**config.mk**
```make
export PLATFORM = sky130hd
export DESIGN_NAME = ps2_tx
export DESIGN_NICKNAME = d
export VERILOG_FILES = /design/src/rtl/ps2_defs.sv /design/src/rtl/ps2_sync.sv /design/src/rtl/ps2_tx.sv
export SDC_FILE = /design/constraint.sdc
export NUM_CORES = 1
export LEC_CHECK = 0
export CELL_PAD_IN_SITES_DETAIL_PLACEMENT = 0
export CELL_PAD_IN_SITES_GLOBAL_PLACEMENT = 1
export CORE_MARGIN = 2
export CORE_UTILIZATION = 45
export CTS_BUF_LIST = sky130_fd_sc_hd__clkbuf_2 sky130_fd_sc_hd__clkbuf_4 sky130_fd_sc_hd__clkbuf_8
export DETAILED_ROUTE_END_ITERATION = 10
export GPL_TIMING_DRIVEN = 0
export PLACE_DENSITY = 0.82
export SLEW_MARGIN = 20
export SYNTH_ARGS = -nofsm -noshare
export SYNTH_HDL_FRONTEND = slang
export SYNTH_SLANG_ARGS = --single-unit
```
**constraint.sdc**
```tcl
create_clock -name clk -period 5.4 [get_ports clk]
set_input_delay 0.54 -clock clk [delete_from_list [all_inputs] [get_ports clk]]
set_output_delay 0.54 -clock clk [all_outputs]
set_load 0.01 [all_outputs]
```
**src/rtl/ps2_defs.sv**
```systemverilog
// Shared PS/2 definitions: FSM state encodings, frame bit indices and parity helper.
// Used by both the host transmitter and the keyboard receiver.
package ps2_defs;

    localparam int PS2_DATA_BITS = 8;
    localparam int PS2_PAR_IDX   = 8;
    localparam int PS2_STOP_IDX  = 9;

    typedef enum logic [2:0] {
        ST_IDLE      = 3'd0,
        ST_INHIBIT   = 3'd1,
        ST_REQ       = 3'd2,
        ST_SEND      = 3'd3,
        ST_ACK       = 3'd4,
        ST_WAIT_IDLE = 3'd5
    } ps2_state_t;

    function automatic logic odd_parity(input logic [PS2_DATA_BITS-1:0] d);
        return ~^d;
    endfunction

endpackage

```
**src/rtl/ps2_sync.sv**
```systemverilog
// Two-flop synchronizer for the raw PS/2 clock and data pads, plus a
// single-cycle pulse on each falling edge of the synchronized clock.
module ps2_sync (
    input  logic clk,
    input  logic rst,
    input  logic ps2_clk,
    input  logic ps2_data,
    output logic clk_s,
    output logic data_s,
    output logic fall
);

    logic [1:0] clk_ff;
    logic [1:0] data_ff;
    logic       clk_prev;

    // Idle PS/2 lines float high, so every stage resets to 1.
    always_ff @(posedge clk) begin
        if (rst) begin
            clk_ff   <= 2'b11;
            data_ff  <= 2'b11;
            clk_prev <= 1'b1;
        end else begin
            clk_ff   <= {clk_ff[0], ps2_clk};
            data_ff  <= {data_ff[0], ps2_data};
            clk_prev <= clk_ff[1];
        end
    end

    assign clk_s  = clk_ff[1];
    assign data_s = data_ff[1];
    assign fall   = clk_prev & ~clk_ff[1];

endmodule

```
**src/rtl/ps2_tx.sv**
```systemverilog
// Host-to-device PS/2 command transmitter: inhibit, request-to-send, clock out
// start/8 data/parity/stop on device clock falls, then check the device ACK.
module ps2_tx
    import ps2_defs::*;
#(
    parameter int INHIBIT_CYCLES = 5000,
    parameter int TIMEOUT_CYCLES = 750000
) (
    input  logic       clk,
    input  logic       rst,
    input  logic       ps2_clk,
    input  logic       ps2_data,
    input  logic [7:0] tx_data,
    input  logic       tx_valid,
    output logic       tx_ready,
    output logic       ps2_clk_oe,
    output logic       ps2_data_oe,
    output logic       busy,
    output logic       done,
    output logic       err,
    output ps2_state_t state_dbg
);

    localparam int TMAX = (INHIBIT_CYCLES > TIMEOUT_CYCLES) ? INHIBIT_CYCLES : TIMEOUT_CYCLES;
    localparam int TW   = $clog2(TMAX + 1);

    localparam logic [TW-1:0] INH_LAST = TW'(INHIBIT_CYCLES - 1);
    localparam logic [TW-1:0] TO_LAST  = TW'(TIMEOUT_CYCLES - 1);
    localparam logic [3:0]    PAR_CNT  = 4'(PS2_PAR_IDX);
    localparam logic [3:0]    STOP_CNT = 4'(PS2_STOP_IDX);

    logic clk_s, data_s, fall;

    ps2_sync u_sync (
        .clk      (clk),
        .rst      (rst),
        .ps2_clk  (ps2_clk),
        .ps2_data (ps2_data),
        .clk_s    (clk_s),
        .data_s   (data_s),
        .fall     (fall)
    );

    ps2_state_t           state, state_d;
    logic [TW-1:0]        timer, timer_d;
    logic [3:0]           bit_cnt, bit_cnt_d;
    logic [PS2_DATA_BITS-1:0] shift, shift_d;
    logic                 par, par_d;
    logic                 data_oe_q, data_oe_d;
    logic                 done_d, err_d;

    always_ff @(posedge clk) begin
        if (rst) begin
            state     <= ST_IDLE;
            timer     <= '0;
            bit_cnt   <= '0;
            shift     <= '0;
            par       <= 1'b0;
            data_oe_q <= 1'b0;
            done      <= 1'b0;
            err       <= 1'b0;
        end else begin
            state     <= state_d;
            timer     <= timer_d;
            bit_cnt   <= bit_cnt_d;
            shift     <= shift_d;
            par       <= par_d;
            data_oe_q <= data_oe_d;
            done      <= done_d;
            err       <= err_d;
        end
    end

    // Handshake: a byte transfers on any clk edge where tx_valid & tx_ready;
    // tx_ready is high only in IDLE, and tx_data is captured on that edge only.
    always_comb begin
        state_d   = state;
        timer_d   = timer;
        bit_cnt_d = bit_cnt;
        shift_d   = shift;
        par_d     = par;
        data_oe_d = data_oe_q;
        done_d    = 1'b0;
        err_d     = 1'b0;
        case (state)
            ST_IDLE: begin
                data_oe_d = 1'b0;
                if (tx_valid) begin
                    state_d   = ST_INHIBIT;
                    shift_d   = tx_data;
                    par_d     = odd_parity(tx_data);
                    bit_cnt_d = '0;
                    timer_d   = '0;
                end
            end
            ST_INHIBIT: begin
                if (timer == INH_LAST) begin
                    state_d = ST_REQ;
                    timer_d = '0;
                end else begin
                    timer_d = timer + 1'b1;
                end
            end
            ST_REQ: begin
                // Start bit stays on the data line until the device's first fall.
                state_d   = ST_SEND;
                timer_d   = '0;
                data_oe_d = 1'b1;
            end
            ST_SEND: begin
                if (fall) begin
                    timer_d   = '0;
                    bit_cnt_d = bit_cnt + 1'b1;
                    if (bit_cnt < PAR_CNT) begin
                        data_oe_d = ~shift[bit_cnt[2:0]];
                    end else if (bit_cnt == PAR_CNT) begin
                        data_oe_d = ~par;
                    end else begin
                        data_oe_d = 1'b0;
                        if (bit_cnt == STOP_CNT) state_d = ST_ACK;
                    end
                end else if (timer == TO_LAST) begin
                    state_d = ST_IDLE;
                    err_d   = 1'b1;
                end else begin
                    timer_d = timer + 1'b1;
                end
            end
            ST_ACK: begin
                if (fall) begin
                    timer_d = '0;
                    if (data_s) begin
                        state_d = ST_IDLE;
                        err_d   = 1'b1;
                    end else begin
                        state_d = ST_WAIT_IDLE;
                    end
                end else if (timer == TO_LAST) begin
                    state_d = ST_IDLE;
                    err_d   = 1'b1;
                end else begin
                    timer_d = timer + 1'b1;
                end
            end
            ST_WAIT_IDLE: begin
                // Bus-idle wins over a same-cycle timeout so done and err never coincide.
                if (clk_s && data_s) begin
                    state_d = ST_IDLE;
                    done_d  = 1'b1;
                end else if (fall) begin
                    timer_d = '0;
                end else if (timer == TO_LAST) begin
                    state_d = ST_IDLE;
                    err_d   = 1'b1;
                end else begin
                    timer_d = timer + 1'b1;
                end
            end
            default: state_d = ST_IDLE;
        endcase
    end

    assign tx_ready    = (state == ST_IDLE);
    assign busy        = (state != ST_IDLE);
    assign ps2_clk_oe  = (state == ST_INHIBIT) || (state == ST_REQ);
    assign ps2_data_oe = (state == ST_REQ) || ((state == ST_SEND) && data_oe_q);
    assign state_dbg   = state;

endmodule
```
==> qor_table.md <==
| Parameter | This run |
| --- | --- |
| Post-layout instance count excluding filler cells | 385 |
| Number of placement rows | 26 |
| Category of the most critical setup path | reg -> out |
| # hold bufs at CTS | 0 |
| Port-buffer cells | 20 |
| Worst Clk Skew | 0.00474 ns |
| Total global-route track usage | 0.195 |
| Antenna diodes | 0 |
| Main synth FF type | sky130_fd_sc_hd__dfxtp_1 |
| Worst Max-Slew Pin Slew | 0.517 ns |
| Number of remaining DRC errors | 0 |
| Level count of the clock H-tree | 2 |
| Commonest non-fill, non-tap cells in the layout | sky130_fd_sc_hd__dfxtp_1, sky130_fd_sc_hd__nand2_1, sky130_fd_sc_hd__a21oi_1, sky130_fd_sc_hd__nor2_1, sky130_fd_sc_hd__clkdlybuf4s50_1 |
| Maximum fanout encountered on the critical timing path | 10 |
| Post-Synthesis Mean Instance Area | 8.34 um^2 |
| Number of antenna violations at the first check in global routing | 0 |
| Clock-pin slew on the worst setup and hold paths | 0.08 ns |
| Width of the die | 76.9 um |
| Clock latency on the worst-skew pair | 0.30 ns |
| Detail Route Antenna Nets | 0 |
| Post-synthesis to final-layout area growth | 16.7% |
| Leading cell type in the layout, fill and taps excluded | sky130_fd_sc_hd__dfxtp_1 |
| Number of cells in the design after placement | 377 |
| Classification of the worst-slack hold path | reg -> reg |
| Count of pins over their slew limit | 0 |
| Outcome | complete, no violations |
| Shortest period the worst path allows | 2.78 ns |
| Iteration count of the initial detailed-routing pass | 4 |
| Seq/Total Area, Yosys | 0.368 |
| P per Cell Area | 263 nW/um^2 |
| Static Leakage | 0.885 nW |
| Fin nets | 331 |
| Number of top-level pins | 22 |
| Setup repair after global routing missed its margin | no |
| Clock root buffer | sky130_fd_sc_hd__clkbuf_8 |
| Overflow after GRT | 0 |
| Critical path data arrival time | 2.24 ns |
| Library cell occupying the most area in the post-synthesis netlist | sky130_fd_sc_hd__dfxtp_1 |
| Cells after Synth | 287 |
| Initial Utilization | 0.469 |
| Final HPWL from detailed placement | 4090 um |
| Final design instance area without fill | 2790 um^2 |
| Share of the synthesized area in the top cell type | 0.368 |
| Total number of yosys warnings | 0 |
| Number of flip-flops and latches in the synthesized netlist | 44 |
| Headroom to the max-slew limit | 0.653 |
| Routed Wire Length | 5560 um |
| CTS tree | yes |
| Filler cell count | 496 |
| Worst hold slack after final layout | 0.413 ns |
| Final setup violating endpoints | 0 |
| Area of placed instances | 2680 um^2 |
| Period utilization | 0.515 |
| CORE AREA | 5110 um^2 |
| Critical path data required time | 4.86 ns |
| Wire length of the first global-routing pass | 9450 um |
| CTS Buf Count | 5 |
| Number of gates given a new drive strength after cts | 0 |
| Distinct cell type count after synthesis | 58 |
| Setup fix buffers added after clock tree synthesis | 0 |
| Setup slack on the worst flop-to-flop path | 3.02 ns |
| Maximum number of pins on one net before global-route repair | 14 |
| Bufs on Longest Clock Path | 2 |
| Via count of the first global-routing pass | 2038 |
| Area contributors post-synth | sky130_fd_sc_hd__dfxtp_1, sky130_fd_sc_hd__a21oi_1, sky130_fd_sc_hd__nand2_1, sky130_fd_sc_hd__xnor2_1, sky130_fd_sc_hd__nor2_1 |
| Full die area | 5920 um^2 |
| Average detailed-routed wire length per instance | 14.4 um |
| Critical Path Sink Type | output port |
| Detailed Route Iter0 Violations | 124 |
| Number of hold violations in the final report | 0 |
| Via count | 2200 |
| Netlist area before placement | 2390 um^2 |
| Die outline height | 76.9 um |
| Maximum clock rate | 0.360 GHz |
| Post-synthesis async set-or-reset flop share | 0 |
| Worst voltage drop across the vdd grid | 0.000134 V |
| Weighted congestion at the end of routability-driven global placement | 0.881 |
| Via-per-instance ratio | 5.71 |
| Maximum Capacitance Violations | 0 |
| Final-layout setup total negative slack | 0 ns |
| Post-synth EDFFs | 0 |
| Fraction of final layout cells with drive strength greater than 1 | 0.0762 |
| Sink count of the clock tree | 44 |
| Fraction of the core area covered by cells at the end of the flow | 0.547 |
| Type of element launching the critical path | flop |
| Synthesized net count | 304 |
-- worst max-delay path: stages (launching register included) --
cell,delay (ns)
sky130_fd_sc_hd__dfxtp_1,0.40
sky130_fd_sc_hd__clkbuf_1,0.36
sky130_fd_sc_hd__buf_1,0.42
sky130_fd_sc_hd__xnor2_1,0.12
sky130_fd_sc_hd__nor2_1,0.11
sky130_fd_sc_hd__clkdlybuf4s50_1,0.54
-- synthesized netlist by cell type, types with 2 or more instances --
master and instances:
sky130_fd_sc_hd__and4_1 3, sky130_fd_sc_hd__nand3_1 8, sky130_fd_sc_hd__xor2_1 5, sky130_fd_sc_hd__o31ai_1 6, sky130_fd_sc_hd__nor3_1 9, sky130_fd_sc_hd__a21oi_1 27
sky130_fd_sc_hd__nand2b_1 5, sky130_fd_sc_hd__ha_1 4, sky130_fd_sc_hd__clkbuf_1 11, sky130_fd_sc_hd__or2_2 5, sky130_fd_sc_hd__a311oi_1 3, sky130_fd_sc_hd__or3_1 7
sky130_fd_sc_hd__mux4_2 2, sky130_fd_sc_hd__nand4_1 5, sky130_fd_sc_hd__nand3b_1 3, sky130_fd_sc_hd__buf_1 2, sky130_fd_sc_hd__buf_2 2, sky130_fd_sc_hd__nand2_1 32
sky130_fd_sc_hd__nor4_1 5, sky130_fd_sc_hd__nor2_1 22, sky130_fd_sc_hd__dfxtp_1 44, sky130_fd_sc_hd__inv_1 6, sky130_fd_sc_hd__or4_1 7, sky130_fd_sc_hd__nor2b_1 2
sky130_fd_sc_hd__xnor2_1 13, sky130_fd_sc_hd__o21ai_0 7, sky130_fd_sc_hd__a21o_1 5, sky130_fd_sc_hd__and2_1 3, sky130_fd_sc_hd__a211oi_1 3, sky130_fd_sc_hd__nand4b_1 3
-- state kept, by name, indices dropped and copies added, names as in the netlist --
register,cells
u_sync.clk_ff,2
u_sync.data_ff,2
u_sync.clk_prev,1
state_dbg,3
par,1
timer,20
data_oe_q,1
err,1
bit_cnt,4
shift,8
done,1
-- cells by family after synthesis --
family          after synthesis  share of synthesized area
compound gates               67                      0.185
simple gates                129                      0.299
fa+ha+maj                     4                     0.0209
buf+inv                      21                     0.0340
xor+xnor                     18                     0.0659
flops                        44                      0.368
mux                           4                     0.0277
-- power by group --
group	internal [mW]	switching [mW]
Combinational	0.0586	0.0720
Sequential	0.337	0.0102
Clock	0.142	0.115
-- final timing paths --
path                    startpoint          endpoint  depth (start not counted)
setup reg to reg      state_dbg[1]         timer[15]                          7
hold / removal    u_sync.clk_ff[0]  u_sync.clk_ff[1]                          1
setup / recovery      state_dbg[0]        ps2_clk_oe                          5
hold reg to reg   u_sync.clk_ff[0]  u_sync.clk_ff[1]                          1
-- layer usage --
| metal | GRT usage | up-vias | wire (um) |
|---|---|---|---|
| li1 | - | 1107 | - |
| met1 | 0.270 | 1047 | 2820 |
| met2 | 0.306 | 40 | 2480 |
| met3 | 0.0365 | 6 | 190 |
| met4 | 0.0618 | 0 | 63 |
| met5 | 0 | - | 0 |
-- cell type report --
cell class / count / area, um^2 / share of cell area
multi-input cells: 222 / 1430 / 0.513
flip-flops and latches: 44 / 881 / 0.315
repair buffers: 20 / 200 / 0.0717
well taps: 70 / 87.6 / 0.0314
clock buffers: 6 / 76.3 / 0.0273
plain buffers: 15 / 58.8 / 0.0211
clock inverters: 2 / 35.0 / 0.0125
inverters: 6 / 22.5 / 0.00806
-- metrics by stage --
step	worst slack [ns]	total power, mW
floorplan	3.34	0.435
global placement	2.67	0.484
detailed placement	2.65	0.485
CTS	2.63	0.741
global route	2.51	0.769
finish	2.62	0.735
Note: power is estimated with default switching activity, not from simulation.
